--- src/rtl/pc_sequencer.sv ---
// Next-PC controller: drives pcin for the external pc register, runs the
// fetch handshake with instruction memory, and keeps a small return-address
// stack for call/ret. Sticky flags record stack misuse until reset.
module pc_sequencer #(
    parameter int                 WIDTH       = 8,
    parameter int                 STACK_DEPTH = 4,
    parameter logic [WIDTH-1:0]   RESET_VEC   = '0
) (
    input  logic             clock,
    input  logic             reset,
    input  logic [WIDTH-1:0] pcout,
    output logic [WIDTH-1:0] pcin,
    output logic             fetch_req,
    input  logic             fetch_ack,
    input  logic             stall,
    input  logic             halt,
    input  logic             resume,
    input  logic             br_taken,
    input  logic [WIDTH-1:0] br_offset,
    input  logic             jump,
    input  logic [WIDTH-1:0] jump_target,
    input  logic             call,
    input  logic             ret,
    output logic             stack_overflow,
    output logic             stack_underflow,
    output logic [1:0]       seq_state
);

    // Stack pointer counts occupied entries, so it needs one bit more than
    // the entry index to represent "full".
    localparam int AW = (STACK_DEPTH > 1) ? $clog2(STACK_DEPTH) : 1;
    localparam int PW = AW + 1;

    typedef enum logic [1:0] {
        IDLE   = 2'b00,
        FETCH  = 2'b01,
        HALTED = 2'b10
    } state_t;

    state_t           state;
    state_t           next_state;
    logic [PW-1:0]    sp;
    logic [WIDTH-1:0] stack [STACK_DEPTH];

    logic             stack_empty;
    logic             stack_full;
    logic [AW-1:0]    top_idx;
    logic [WIDTH-1:0] top_entry;
    logic [WIDTH-1:0] pc_inc;
    logic             do_push;
    logic             do_pop;
    logic             set_ovf;
    logic             set_unf;

    assign stack_empty = (sp == '0);
    assign stack_full  = (sp == PW'(STACK_DEPTH));
    assign top_idx     = AW'(sp - PW'(1));
    assign top_entry   = stack[top_idx];
    assign pc_inc      = pcout + WIDTH'(1);
    assign seq_state   = state;

    // Next-state, next-PC and stack control; an advance happens only on an
    // accepted fetch, and the redirect sources are resolved by priority.
    always_comb begin
        next_state = state;
        pcin       = pcout;
        fetch_req  = 1'b0;
        do_push    = 1'b0;
        do_pop     = 1'b0;
        set_ovf    = 1'b0;
        set_unf    = 1'b0;
        case (state)
            IDLE: begin
                pcin       = RESET_VEC;
                next_state = FETCH;
            end
            FETCH: begin
                if (!stall) begin
                    fetch_req = 1'b1;
                    if (fetch_ack) begin
                        // Offset and PC share a width, so the modular add
                        // already behaves as a sign-extended relative branch.
                        if (ret) begin
                            if (!stack_empty) begin
                                pcin   = top_entry;
                                do_pop = 1'b1;
                            end else begin
                                pcin    = pc_inc;
                                set_unf = 1'b1;
                            end
                        end else if (call) begin
                            pcin = jump_target;
                            if (!stack_full) begin
                                do_push = 1'b1;
                            end else begin
                                set_ovf = 1'b1;
                            end
                        end else if (jump) begin
                            pcin = jump_target;
                        end else if (br_taken) begin
                            pcin = pc_inc + br_offset;
                        end else begin
                            pcin = pc_inc;
                        end
                        if (halt) begin
                            next_state = HALTED;
                        end
                    end
                end
            end
            HALTED: begin
                if (resume && !halt) begin
                    next_state = FETCH;
                end
            end
            default: begin
                next_state = IDLE;
            end
        endcase
    end

    // State register, stack pointer and sticky error flags.
    always_ff @(posedge clock or posedge reset) begin
        if (reset) begin
            state           <= IDLE;
            sp              <= '0;
            stack_overflow  <= 1'b0;
            stack_underflow <= 1'b0;
        end else begin
            state <= next_state;
            if (do_push) begin
                sp <= sp + PW'(1);
            end else if (do_pop) begin
                sp <= sp - PW'(1);
            end
            if (set_ovf) begin
                stack_overflow <= 1'b1;
            end
            if (set_unf) begin
                stack_underflow <= 1'b1;
            end
        end
    end

    // Return-address storage; contents need no reset because the pointer
    // alone decides which entries are valid.
    always_ff @(posedge clock) begin
        if (do_push) begin
            stack[sp[AW-1:0]] <= pc_inc;
        end
    end

endmodule

--- config.mk ---
export PLATFORM = sky130hd
export DESIGN_NAME = pc_sequencer
export DESIGN_NICKNAME = d
export VERILOG_FILES = /design/src/rtl/pc_sequencer.sv
export SDC_FILE = /design/constraint.sdc
export NUM_CORES = 1
export LEC_CHECK = 0
export CAP_MARGIN = 10
export CORE_ASPECT_RATIO = 0.7
export CORE_MARGIN = 2
export CORE_UTILIZATION = 40
export CTS_BUF_LIST = sky130_fd_sc_hd__clkbuf_16
export CTS_CLUSTER_SIZE = 30
export DETAILED_ROUTE_END_ITERATION = 8
export GPL_TIMING_DRIVEN = 0
export PLACE_DENSITY = 0.66
export SKIP_CTS_REPAIR_TIMING = 1
export SLEW_MARGIN = 30
export SYNTH_ARGS = -nofsm -noshare
export SYNTH_HDL_FRONTEND = slang
export SYNTH_SLANG_ARGS = --single-unit
--- constraint.sdc ---
create_clock -name clock -period 3.2 [get_ports clock]
set_input_delay 0.64 -clock clock [delete_from_list [all_inputs] [get_ports clock]]
set_output_delay 0.64 -clock clock [all_outputs]
set_load 0.05 [all_outputs]
* Yosys cells after proc, flatten, opt, wreduce, memory -nomap -nowiden
Memories as Yosys holds them, arrays and structs flattened.
Cells that the tools add are included.
** Word-level totals
- Memories :: 1
- Input port bits :: 34
- RAM bits :: 32
- Register bits :: 7
- Memory bits (read-only) :: 0
- Output and inout bits :: 13
- Latch bits :: 0
** Memories
- stack :: depth 4, width 8, read ports 1, clocked after memory_dff 0, write ports 1, RTL line 43 : logic [WIDTH-1:0] stack [STACK_DEPTH];
** Cells by class
- Muxes and demuxes :: 41
- Eq/ne operators :: 7
- Order comparisons :: 0
- Shift-type cells :: 0
- $mul :: 0
- Reductions and logical operators :: 6
- Bitwise logic cells :: 0
- Divide/modulo/power cells :: 0
- Add/sub/neg operators :: 4
** Operator list (number)
- $mux W8 :: 7
- $mux W1 :: 26
- $pmux W8 S2 :: 1
- $add A8 B1 Y8 const B :: 1
- $add A8 B8 Y8 :: 1
- $mux W2 :: 4
- $ne A2 B2 Y1 const B :: 4
- $mux W3 :: 2
- $pmux W2 S3 :: 1
- $reduce_and A4 Y1 :: 1
- $add A3 B1 Y3 const B :: 1
- $eq A3 B3 Y1 const B :: 1
- $logic_not A3 Y1 :: 1
- $sub A3 B1 Y3 const B :: 1
- $eq A2 B1 Y1 const B :: 1
- $eq A2 B2 Y1 const B :: 1
- $logic_not A2 Y1 :: 1
- $reduce_bool A2 Y1 :: 1
- $logic_and A1 B1 Y1 :: 1
- $logic_not A1 Y1 :: 1

* Logic depth before layout (Yosys ltp)
Gate-level depths: netlist of the first run.
- Word-level depth :: 9
- Depth in mapped cells :: 10
- Mapped depth without buffers :: 10

* Worst setup path after synthesis of the first run
OpenSTA, ideal clock, no wires.
- Kind :: input to output
- Start :: input port pcout[0]
- End :: output port pcin[4]
- Stages :: 8
- Path slack :: -0.639 ns
- Data arrival time :: 3.199 ns
- Path buffers :: 0
- Cell sequence :: ha_1 > inv_1 > fa_1 > nand3b_1 > nand2_1 > xor2_1 > a2111oi_0 > o31ai_1
** Between the ends
- Cells in the longest elaborated chain, start to end :: 9
- Elaborated cells between the ends (all ways) :: 10
- Classes of those cells :: add/sub (2); mux (8)
** RTL lines
- start: declaration :: RTL line 11 : input logic [WIDTH-1:0] pcout,
- $add A8 B1 Y8 * :: RTL line 59 : assign pc_inc = pcout + WIDTH'(1);
- $add A8 B8 Y8 :: RTL line 101 : pcin = pc_inc + br_offset;
- $mux W8 :: RTL line 100 : end else if (br_taken) begin
- $mux W8 :: RTL line 98 : end else if (jump) begin
- $mux W8 :: RTL line 91 : end else if (call) begin
- $mux W8 * :: RTL line 83 : if (ret) begin
- $mux W8 * :: RTL line 80 : if (fetch_ack) begin
- $mux W8 * :: RTL line 78 : if (!stall) begin
- $pmux W8 S2 * :: RTL line 72 : case (state)
- end: declaration :: RTL line 12 : output logic [WIDTH-1:0] pcin,
Every way passes the cells marked *; elsewhere a longest branch is shown, timed or not.

* Worst setup path after layout of the first run
- Start :: input port pcout[2]
- End :: output port pcin[7]
** Between the ends
- Cells in the longest elaborated chain, start to end :: 9
- Elaborated cells between the ends (all ways) :: 10
- Classes of those cells :: add/sub (2); mux (8)
** RTL lines
- $add A8 B1 Y8 :: RTL line 59
- named net pc_inc[3] :: RTL line 49 : logic [WIDTH-1:0] pc_inc;
- $add A8 B8 Y8 :: RTL line 101
- $mux W8 :: RTL line 100
- $mux W8 :: RTL line 98
- $mux W8 :: RTL line 91
- $mux W8 :: RTL line 83
- $mux W8 :: RTL line 80
- $mux W8 :: RTL line 78
- $pmux W8 S2 :: RTL line 72
The timed path passes the listed nets, and every way through them passes these cells.

==> run_summary.xml, run 1 <==
<?xml version="1.0" encoding="UTF-8"?>
<metrics>
  <group name="timing">
    <metric name="timing.fmax" unit="MHz">275</metric>
    <metric name="timing.max_slew.rel_slack" unit="%">47.3</metric>
    <metric name="grt_setup_unrepaired" unit="">true</metric>
    <metric name="worstMarginPinSlew" unit="ns">0.787</metric>
    <metric name="skew" unit="ns">0.00293</metric>
    <metric name="timing.final.ws_setup" unit="ns">-0.432</metric>
    <metric name="period_needed" unit="ns">3.63</metric>
    <metric name="timing.final.hold_violations" unit="">0</metric>
    <metric name="report.final.setup_viol" unit="">4</metric>
    <metric name="finalCritPeriodShare" unit="%">114</metric>
    <metric name="setup_total_negative_slack" unit="ns">-0.956</metric>
    <metric name="timing_max_transition_violations_final" unit="">0</metric>
  </group>
  <group name="cells_and_area">
    <metric name="num-fill-cells" unit="">508</metric>
    <metric name="layout.nets" unit="">333</metric>
    <metric name="layout-area-overhead-vs-synth" unit="%">46.5</metric>
    <metric name="final_util" unit="%">59.9</metric>
    <metric name="post_route_cells_drive_above_1_share" unit="%">33.8</metric>
    <metric name="final_cell_count_no_fill" unit="">362</metric>
    <metric name="n_antenna_cell" unit="">0</metric>
  </group>
  <group name="floorplanning">
    <metric name="design.die.area" unit="um2">6920</metric>
    <metric name="chipWidth" unit="um">98.6</metric>
    <metric name="num_rows" unit="">24</metric>
    <metric name="floorplan.initialDensity" unit="%">40.9</metric>
    <metric name="die-height" unit="um">70.2</metric>
    <metric name="core_region_area" unit="um2">6130</metric>
    <metric name="ioPinCount" unit="">47</metric>
  </group>
  <group name="detailed_routing">
    <metric name="post_route_drc" unit="">0</metric>
    <metric name="detail_route.vias_per_cell" unit="">5.61</metric>
    <metric name="first_pass_iters" unit="">4</metric>
    <metric name="route.antenna.remaining_nets" unit="">0</metric>
    <metric name="totalWireLength" unit="mm">6.55</metric>
    <metric name="routed-via-count" unit="">2032</metric>
    <metric name="first_iteration_detailed_routing_drc_count" unit="">147</metric>
    <metric name="wire_per_inst" unit="um">18.1</metric>
  </group>
  <group name="global_routing">
    <metric name="initial_antenna_violation_count" unit="">0</metric>
    <metric name="first_pass_grt_wire_length" unit="mm">10.3</metric>
    <metric name="maximum_number_of_pins_on_one_net_before_global_route_repair" unit="">14</metric>
    <metric name="globalRouteOverflowTotal" unit="">0</metric>
    <metric name="first_global_vias" unit="">1902</metric>
    <metric name="gr-usage-all-layers" unit="%">19.5</metric>
  </group>
  <group name="power">
    <metric name="areal_power_density_over_the_cells" unit="nW/um2">597</metric>
    <metric name="overall_power_after_layout" unit="W">0.00219</metric>
    <metric name="vdd_ir_drop_max" unit="mV">0.326</metric>
    <metric name="leakage" unit="nW">1.39</metric>
  </group>
  <group name="synthesis">
    <metric name="netlist.top_cell.by_area" unit="">edfxtp_1</metric>
    <metric name="dominantRegCellSynth" unit="">edfxtp_1</metric>
    <metric name="syn-instance-count" unit="">220</metric>
    <metric name="synth_enable_flop_cells" unit="">32</metric>
    <metric name="synth_async_reset_ratio" unit="%">17.9</metric>
    <metric name="synth.top_cell.area_share" unit="%">38.4</metric>
    <metric name="synth_area_leaders" unit="">edfxtp_1 (38%), ha_1 (7.5%), mux4_2 (7.2%)</metric>
    <metric name="unique_masters_post_synth" unit="">55</metric>
    <metric name="synthesis.nets" unit="">270</metric>
    <metric name="synth.ff_latch_count" unit="">39</metric>
    <metric name="post_synthesis_instance_area" unit="um2">2500</metric>
    <metric name="synthesis.area_per_instance" unit="um2">11.4</metric>
    <metric name="ys.warnings.count" unit="">0</metric>
    <metric name="synth-seq-area-share" unit="%">45.4</metric>
  </group>
  <group name="clock_tree">
    <metric name="cts-root-buf" unit="">clkbuf_16</metric>
    <metric name="cts_htree_levels" unit="">2</metric>
    <metric name="tritoncts_clock_tree" unit="">yes</metric>
    <metric name="cts_buffers" unit="">5</metric>
    <metric name="worst_skew_pair.late_latency" unit="ns">0.28</metric>
    <metric name="clock_edge_transition_at_the_registers_on_the_reported_setup_and_hold_paths" unit="ns">0.06</metric>
    <metric name="clk_buf_depth" unit="">2</metric>
    <metric name="cts.sinks" unit="">39</metric>
  </group>
  <group name="worst_setup_path">
    <metric name="worstPathRequired" unit="ns">2.56</metric>
    <metric name="cp-start-kind" unit="">primary input</metric>
    <metric name="path_class" unit="">primary input to output pin</metric>
    <metric name="timing.critical_path.to_type" unit="">output pin</metric>
    <metric name="timing.critical_path.fanout_max" unit="">5</metric>
    <metric name="cp_data_arrival_time" unit="ns">2.99</metric>
    <metric name="timing.reg2reg.worst_path_depth" unit="">6</metric>
  </group>
  <group name="run_status">
    <metric name="failed_checks" unit="">negative setup slack</metric>
    <metric name="outcome" unit="">complete, but fails checks</metric>
  </group>
  <group name="placement">
    <metric name="numPlacedInstances" unit="">344</metric>
    <metric name="io_buffers" unit="">46</metric>
    <metric name="gpl.final_weighted_congestion" unit="">0.881</metric>
    <metric name="place.detailed.hpwl" unit="mm">4.83</metric>
  </group>
  <group name="run">
    <metric name="max-cap-violations" unit="">0</metric>
  </group>
  <group name="hold_path">
    <metric name="worst_hold_path_type" unit="">flip-flop to flip-flop</metric>
    <metric name="worst_hold_path_cell_count" unit="">1</metric>
  </group>
</metrics>
==> cell usage after synthesis (all sizes together), types with 4 or more instances <==
cell and count:
a211oi 8, a21o 4, a21oi 9, and2 4, clkbuf 5, dfrtp 7
edfxtp 32, ha 15, inv 10, mux4 8, nand2 20, nand2b 5
nand3 7, nor2 14, nor2b 4, o211ai 7, o21ai 10, xnor2 8
==> metal layers <==
metal  global-route usage [%]  share of wire [%]
met1                     29.4                 48
met2                     28.9                 45
met3                     4.70                6.1
met4                     3.65               0.55
met5                        0                  0
==> sequential cells by signal, summed over array words and instances, names as in the netlist <==
signal and flops:
stack_overflow 1, stack_underflow 1, stack 32, sp 3
seq_state 2
==> worst paths after layout <==
kind | slack (ns) | start | end
max | -0.43 | pcout[2] | pcin[7]
min | 0.47 | stack_underflow | stack_underflow
max reg2reg | 0.97 | sp[0] | stack[0][5]
min reg2reg | 0.47 | stack_underflow | stack_underflow
max in group asynchronous | 2.39 | reset | sp[0]
min in group asynchronous | 0.59 | reset | seq_state[1]
==> where the power goes <==
part           switching [W]  internal [W]  total (W)  leakage [nW]
Sequential         0.0000391      0.000596   0.000635         0.371
Combinational       0.000540      0.000468    0.00101         0.935
Clock               0.000183      0.000364   0.000547        0.0812
Total               0.000762       0.00143    0.00219          1.39
==> logic make-up (layout without fill, tap and decap cells) <==
kind of cell | count (synthesis) | after routing | share of synthesized area [%]
and+or+nand+nor | 73 | 73 | 15.9
AOI/OAI and AO/OA | 57 | 57 | 16.7
DFF | 39 | 39 | 45.4
buffers and inverters | 17 | 81 | 2.65
adders and majority gates | 16 | 16 | 8.30
xor gates and xnor gates | 10 | 10 | 3.80
muxes | 8 | 8 | 7.20
==> through the flow <==
step                      setup WS, ns  area, um2  hold WS, ns
final                           -0.432       3670        0.469
after global routing            -0.505       3670        0.491
after CTS                        -1.74       3370        0.470
after detailed placement         -1.74       3200        0.455
after global placement           -1.65       3200        0.449
after floorplan                -0.0899       2640        0.443
==> cell type report <==
type,instances,area (um2),share of cell area (%)
inverter,10,43.8,1.19
clock inverter,3,41.3,1.13
multi-input combinational,164,1610,44.0
clock buffer,5,125,3.41
timing repair buffer,56,551,15.0
buffer,7,57.6,1.57
sequential,39,1140,31.0
tap,78,97.6,2.66
==> cell usage in the layout, fill, tap and decap left out, types with 5 or more instances in the layout <==
cell type        Yosys  final
o21ai_0              9      7
dfrtp_1              7      6
mux4_2               8      8
nor2_1              14     13
buf_4                0     13
a21oi_1              8      5
nand3_1              7      6
clkbuf_16            0      5
nand2_1             20     18
ha_1                15      7
ha_4                 0      8
edfxtp_1            32     32
clkdlybuf4s50_1      0     29
buf_6                0      5
inv_1               10      9
o211ai_1             7      7
==> worst max-delay path, cell delays in order <==
cell	delay [ns]
buf_4	0.15
nand3_1	0.20
xnor2_4	0.22
buf_4	0.17
ha_1	0.22
a21oi_2	0.14
o211ai_1	0.13
and4b_2	0.31
or4b_1	0.50
and3_4	0.17
buf_8	0.14
Power figures use the tool's default switching activity.
==> inputs of run 2 (changes only) <==
--- a/config.mk
+++ b/config.mk
@@ -8,12 +8,12 @@
 export CAP_MARGIN = 10
 export CORE_ASPECT_RATIO = 0.7
 export CORE_MARGIN = 2
-export CORE_UTILIZATION = 40
+export CORE_UTILIZATION = 47
 export CTS_BUF_LIST = sky130_fd_sc_hd__clkbuf_16
 export CTS_CLUSTER_SIZE = 30
 export DETAILED_ROUTE_END_ITERATION = 8
 export GPL_TIMING_DRIVEN = 0
-export PLACE_DENSITY = 0.66
+export PLACE_DENSITY = 0.76
 export SKIP_CTS_REPAIR_TIMING = 1
 export SLEW_MARGIN = 30
 export SYNTH_ARGS = -nofsm -noshare
==> run 2 against run 1 <==
  * The flow still finishes with violations (negative setup slack)
  * Hold slack worse by 0.0051 ns
  * Cell count down 2.2%
  * Register-to-register slack worse by 0.05 ns
  * Core utilization rose by 9.0 points
  * Worst setup slack better by 0.013 ns
  * Maximum frequency is 0.36% higher
  * Combinational power decreased by 4%
  * Routed wire length is 0.27% higher
  * Sequential share of layout area is 0.88 points higher
  * Clock power is 13% lower
  * Via count unchanged
  * Total power fell by 5.0%
  * Largest power group unchanged
==> run_summary.xml, run 2 (synthesis gave the netlist of run 1 again) <==
<?xml version="1.0" encoding="UTF-8"?>
<metrics>
  <group name="run_status">
    <metric name="outcome" unit="">complete, but fails checks</metric>
    <metric name="failed_checks" unit="">negative setup slack</metric>
  </group>
  <group name="placement">
    <metric name="place.detailed.hpwl" unit="mm">4.74</metric>
    <metric name="numPlacedInstances" unit="">338</metric>
    <metric name="placement_cell_area" unit="um2">3190</metric>
    <metric name="dp_worst_setup_slack" unit="ns">-1.66</metric>
    <metric name="gpl.final_weighted_congestion" unit="">0.826</metric>
    <metric name="io_buffers" unit="">46</metric>
  </group>
  <group name="clock_tree">
    <metric name="cts_htree_levels" unit="">2</metric>
    <metric name="clock_edge_transition_at_the_registers_on_the_reported_setup_and_hold_paths" unit="ns">0.06</metric>
    <metric name="cts_buffers" unit="">5</metric>
    <metric name="clk_buf_depth" unit="">2</metric>
    <metric name="cts.sinks" unit="">39</metric>
    <metric name="worst_skew_pair.late_latency" unit="ns">0.28</metric>
    <metric name="cts-root-buf" unit="">clkbuf_16</metric>
    <metric name="tritoncts_clock_tree" unit="">yes</metric>
  </group>
  <group name="worst_setup_path">
    <metric name="crit_path_start" unit="">pcout[0]</metric>
    <metric name="critical-path-slowest-cell" unit="">or4b_1</metric>
    <metric name="critical_path.max_stage_delay" unit="ns">0.50</metric>
    <metric name="cp-start-kind" unit="">primary input</metric>
    <metric name="rr_startpoint" unit="">sp[0]</metric>
    <metric name="critical_path.top_delay_family" unit="">simple AND/OR/NAND/NOR gates</metric>
    <metric name="worstPathRequired" unit="ns">2.56</metric>
    <metric name="cp_data_arrival_time" unit="ns">2.98</metric>
    <metric name="timing.critical_path.to_type" unit="">output pin</metric>
    <metric name="cp.buffers_inverters" unit="">2</metric>
    <metric name="path_class" unit="">primary input to output pin</metric>
    <metric name="cp_cell_instances" unit="">buf_12, ha_4, nand3_4, xnor2_4, ha_1, o211ai_1, o211ai_1, and4b_1, or4b_1, and3_4, buf_8</metric>
    <metric name="timing.critical_path.fanout_max" unit="">8</metric>
    <metric name="path_common_cell" unit="">o211ai_1</metric>
  </group>
  <group name="cells_and_area">
    <metric name="most_frequent_standard_cell_in_the_layout_excluding_fill_and_tap_cells" unit="">edfxtp_1</metric>
    <metric name="most-common-layout-cells" unit="">edfxtp_1 (32), clkdlybuf4s50_1 (29), nand2_1 (19), nor2_1 (13), buf_4 (11)</metric>
    <metric name="largest_register_ffs" unit="">32</metric>
    <metric name="register_area" unit="um2">1140</metric>
    <metric name="multi_input_area" unit="um2">1580</metric>
    <metric name="post_route_cells_drive_above_1_share" unit="%">32.6</metric>
    <metric name="num-fill-cells" unit="">393</metric>
    <metric name="layout.nets" unit="">331</metric>
    <metric name="layout-area-overhead-vs-synth" unit="%">42.3</metric>
    <metric name="design_area" unit="um2">3560</metric>
    <metric name="final_util" unit="%">68.8</metric>
    <metric name="n_antenna_cell" unit="">0</metric>
    <metric name="final_cell_count_no_fill" unit="">354</metric>
  </group>
  <group name="timing">
    <metric name="timing_max_transition_violations_final" unit="">0</metric>
    <metric name="timing.max_slew.rel_slack" unit="%">41.6</metric>
    <metric name="timing.final.hold_violations" unit="">0</metric>
    <metric name="period_needed" unit="ns">3.62</metric>
    <metric name="worstMarginPinSlew" unit="ns">0.873</metric>
    <metric name="finalCritPeriodShare" unit="%">113</metric>
    <metric name="report.final.setup_viol" unit="">3</metric>
    <metric name="timing.fmax" unit="MHz">276</metric>
    <metric name="skew" unit="ns">0.00274</metric>
    <metric name="grt_setup_unrepaired" unit="">true</metric>
    <metric name="timing.final.ws_setup" unit="ns">-0.419</metric>
  </group>
  <group name="detailed_routing">
    <metric name="first_iteration_detailed_routing_drc_count" unit="">115</metric>
    <metric name="route.antenna.remaining_nets" unit="">0</metric>
    <metric name="detail_route.vias_per_cell" unit="">5.74</metric>
    <metric name="wire_per_inst" unit="um">18.6</metric>
    <metric name="totalWireLength" unit="mm">6.57</metric>
    <metric name="first_pass_iters" unit="">4</metric>
    <metric name="routed-via-count" unit="">2032</metric>
    <metric name="post_route_drc" unit="">0</metric>
  </group>
  <group name="floorplanning">
    <metric name="core_region_area" unit="um2">5170</metric>
    <metric name="floorplan.initialDensity" unit="%">48.4</metric>
    <metric name="chipWidth" unit="um">91.2</metric>
    <metric name="die-height" unit="um">65.1</metric>
    <metric name="design.die.area" unit="um2">5940</metric>
    <metric name="ioPinCount" unit="">47</metric>
    <metric name="num_rows" unit="">22</metric>
  </group>
  <group name="hold_path">
    <metric name="hold_start" unit="">stack_overflow</metric>
    <metric name="worst_hold_path_type" unit="">flip-flop to flip-flop</metric>
  </group>
  <group name="run">
    <metric name="max-cap-violations" unit="">0</metric>
  </group>
  <group name="global_routing">
    <metric name="maximum_number_of_pins_on_one_net_before_global_route_repair" unit="">14</metric>
    <metric name="gr-usage-all-layers" unit="%">22.4</metric>
    <metric name="globalRouteOverflowTotal" unit="">0</metric>
    <metric name="first_pass_grt_wire_length" unit="mm">10.0</metric>
    <metric name="initial_antenna_violation_count" unit="">0</metric>
    <metric name="first_global_vias" unit="">1955</metric>
  </group>
  <group name="power">
    <metric name="leakage" unit="nW">1.36</metric>
    <metric name="areal_power_density_over_the_cells" unit="nW/um2">584</metric>
    <metric name="vdd_ir_drop_max" unit="mV">0.357</metric>
    <metric name="overall_power_after_layout" unit="W">0.00208</metric>
  </group>
</metrics>
## run 2: changes by cell type in the layout (fill, tap and decap cells not counted), sizes merged
cell,change
bufinv,-1
clkbuf,+1
buf,-3
clkinv,+1
## run 2: per-layer routing
layer	routed length, um	global-route usage, %	vias up
met2	3030	35.7	60
met1	3100	31.4	1001
met5	0	0	-
li1	-	-	962
met3	327	4.19	9
met4	112	6.82	0
## run 2: final timing paths
check	end	slack [ns]	cells past startpoint
worst max-delay path	pcin[7]	-0.42	11
worst min-delay path	stack_overflow	0.46	1
worst max register to register	stack[0][0]	0.92	6
worst min register to register	stack_overflow	0.46	1
max in group asynchronous	sp[0]	2.42	2
min in group asynchronous	seq_state[0]	0.58	2
## run 2: power breakdown
group | switching (W) | leakage (nW) | internal (W)
clock | 0.000190 | 0.0658 | 0.000286
sequential | 0.0000372 | 0.372 | 0.000595
combinational | 0.000532 | 0.920 | 0.000440
total | 0.000759 | 1.36 | 0.00132
## run 2: per-stage QoR
stage | hold slack, ns | setup TNS (ns)
after floorplan | 0.443 | -0.192
after CTS | 0.468 | -10.92
after global routing | 0.474 | -1.13
after detailed placement | 0.455 | -10.49
after global placement | 0.446 | -10.32
final | 0.464 | -0.571
## run 2: final cells by class
| type | instances | area share (%) |
|---|---|---|
| Clock inverter | 3 | 0.562 |
| Buffer | 7 | 1.30 |
| Timing Repair Buffer | 54 | 14.9 |
| Multi-Input combinational cell | 164 | 44.2 |
| Inverter | 10 | 1.12 |
| Tap cell | 72 | 2.53 |
| Clock buffer | 5 | 3.51 |
| Sequential cell | 39 | 31.9 |
==> inputs of run 3 (changes only) <==
--- a/config.mk
+++ b/config.mk
@@ -10,6 +10,7 @@
 export CORE_MARGIN = 2
 export CORE_UTILIZATION = 47
 export CTS_BUF_LIST = sky130_fd_sc_hd__clkbuf_16
+export CTS_CLUSTER_DIAMETER = 30
 export CTS_CLUSTER_SIZE = 30
 export DETAILED_ROUTE_END_ITERATION = 8
 export GPL_TIMING_DRIVEN = 0
==> results of run 3 <==
Final layout, timing and power as in run 2 (identical DEF).
==> variant: new RTL, flow settings as in run 1 <==
Put one more register stage on the output `stack_underflow`, cleared by the reset. The value now appears one clock later. The other outputs are not delayed to match.
--- a/src/rtl/pc_sequencer.sv
+++ b/src/rtl/pc_sequencer.sv
@@ -36,6 +36,8 @@
         FETCH  = 2'b01,
         HALTED = 2'b10
     } state_t;
+
+    logic stack_underflow_s0;
 
     state_t           state;
     state_t           next_state;
@@ -125,7 +127,7 @@
             state           <= IDLE;
             sp              <= '0;
             stack_overflow  <= 1'b0;
-            stack_underflow <= 1'b0;
+            stack_underflow_s0 <= 1'b0;
         end else begin
             state <= next_state;
             if (do_push) begin
@@ -137,7 +139,7 @@
                 stack_overflow <= 1'b1;
             end
             if (set_unf) begin
-                stack_underflow <= 1'b1;
+                stack_underflow_s0 <= 1'b1;
             end
         end
     end
@@ -150,5 +152,13 @@
         end
     end
 
+    always_ff @(posedge clock or posedge reset) begin
+        if (reset) begin
+            stack_underflow <= '0;
+        end else begin
+            stack_underflow <= stack_underflow_s0;
+        end
+    end
+
 endmodule
 
Check against the original RTL: not equivalent (Yosys sat finds a counterexample within 4 cycles, from zero or initial values and one cycle with reset high).
==> variant against run 1 <==
The flow still finishes with violations (setup timing). Final area is 1.3% lower. Combinational power decreased by 6%. Setup slack gained 0.024 ns. Area after synthesis is 1.0% higher. Wire length fell by 0.67%. Via count decreased by 2.1%. Sequential cell count rose by 1. Power shrank 0.97%. Critical path type unchanged. Largest cell class unchanged.
==> variant: results (changes against run 1) <==
cts_buffer_depth: 2  # unchanged
finalSetupViolations: 6  # was 4
dpl.hpwl_um: 4840  # was 4830 um
synth_edf_count: 32  # unchanged
whs_ns: 0.374  # was 0.469 ns
root_buffer: "clkbuf_16"  # unchanged
place_congestion: 0.891  # was 0.881
syn_nets: 271  # was 270
grt_pass1_wl_um: 10000  # was 10300 um
slowest_stage: "or4b_1"  # unchanged
portBuffers: 46  # unchanged
fin_tns_setup_ns: -0.964  # was -0.956 ns
drc: 0  # unchanged
final.fill_count: 531  # was 508
synth_warnings: 0  # unchanged
worstSkewPairLatency_ns: 0.28  # about the same
synth.top_cells.by_count: "edfxtp_1 (32), nand2_1 (20), ha_1 (15)"  # unchanged
vias: 1990  # was 2032
fin_worst_skew_ns: 0.00495  # was 0.00293 ns
gr-usage-all-layers: 0.187  # was 0.195
drive_gt1_frac: 0.320  # was 0.338
ff2ff_setup_slack_ns: 0.98
hp-class: "flop to flop"  # unchanged
cts-buffers-inserted: 5  # unchanged
finalHoldViolCount: 0  # unchanged
drt_iter0_markers: 79  # was 147
antenna_found_initial: 0  # unchanged
place_ws_ns: -1.68  # was -1.74 ns
seq_area_frac_synth: 0.459  # was 0.454
p_sw_uw: 755  # was 762 uW
layout_setup_ws_ns: -0.408  # was -0.432 ns
htreeDepth: 2  # unchanged
cp_max_fo: 5  # unchanged
max_stage_delay_ns: 0.50  # about the same
synth_ff_type: "edfxtp_1"  # unchanged
violations: "setup timing"  # unchanged
wire_per_inst_um: 18.0  # was 18.1 um
clk_pin_slew_ns: 0.06  # about the same
ys_types: 55  # unchanged
slew_headroom: 0.475  # was 0.473
path_delay_family: "simple AND/OR/NAND/NOR gates"  # unchanged
crit_arrival_ns: 2.97  # was 2.99 ns
nNetsFinal: 333  # unchanged
ir_drop_v: 0.000251  # was 0.000326 V
p_leak_uw: 0.00138  # was 0.00139 uW
async_flop_share: 0.200  # was 0.179
synth_area_leaders: "edfxtp_1 (38%), dfrtp_1 (7.9%), ha_1 (7.4%)"  # was edfxtp_1 (38%), ha_1 (7.5%), mux4_2 (7.2%)
status: "finished, violations left"  # unchanged
insertedDiodeCount: 0  # unchanged
dr.pass1.iters: 4  # unchanged
antenna_left: 0  # unchanged
grt_max_degree: 14  # unchanged
grt_pass1_vias: 1946  # was 1902
## variant: cell types whose count changed after synthesis
cell     change
dfrtp_1      +1
## variant: power by group through the flow
stage | clock (uW) | combinational (uW) | sequential [uW]
2_1_floorplan | 0 | 577 | 699
3_3_place_gp | 0 | 875 | 661
3_5_place_dp | 0 | 881 | 664
4_1_cts | 572 | 885 | 654
5_1_grt | 593 | 1030 | 661
6_report | 562 | 953 | 654
## variant: layout make-up
cell class	instances	share of cell area
multi-input cells	164	0.436
flip-flops and latches	40	0.321
repair buffers	55	0.146
clock buffers	5	0.0346
well taps	78	0.0270
plain buffers	7	0.0128
clock inverters	3	0.0118
inverters	10	0.0111
## variant: metal layers
| layer | wire length [um] | global-route usage | share of wire | up-vias |
|---|---|---|---|---|
| li1 | - | - | - | 969 |
| met1 | 3060 | 0.285 | 0.47 | 959 |
| met2 | 2920 | 0.266 | 0.45 | 55 |
| met3 | 478 | 0.0480 | 0.073 | 7 |
| met4 | 51 | 0.0457 | 0.0078 | 0 |
| met5 | 0 | 0 | 0 | - |
## variant: logic make-up after synthesis
group	Yosys count	synth area share
mux	8	0.0713
buf+inv	17	0.0262
simple gates	73	0.158
fa+ha+maj	16	0.0821
compound gates	57	0.166
flops	40	0.459
xor+xnor	10	0.0376
## variant: worst paths after layout
check / startpoint / endpoint / cells after the start
worst max-delay path: pcout[2] / pcin[7] / 10
worst min-delay path: stack_underflow_s0 / stack_underflow / 0
worst max register to register: sp[0] / stack[0][7] / 6
worst min register to register: stack_underflow_s0 / stack_underflow / 0
max in group asynchronous: reset / sp[1] / 2
min in group asynchronous: reset / seq_state[0] / 2
## variant: per-stage QoR
stage | cells | cell area [um2]
finish | 362 | 3620
CTS | 353 | 3390
global placement | 345 | 3230
floorplan | 221 | 2670
detailed placement | 345 | 3230
global route | 362 | 3620
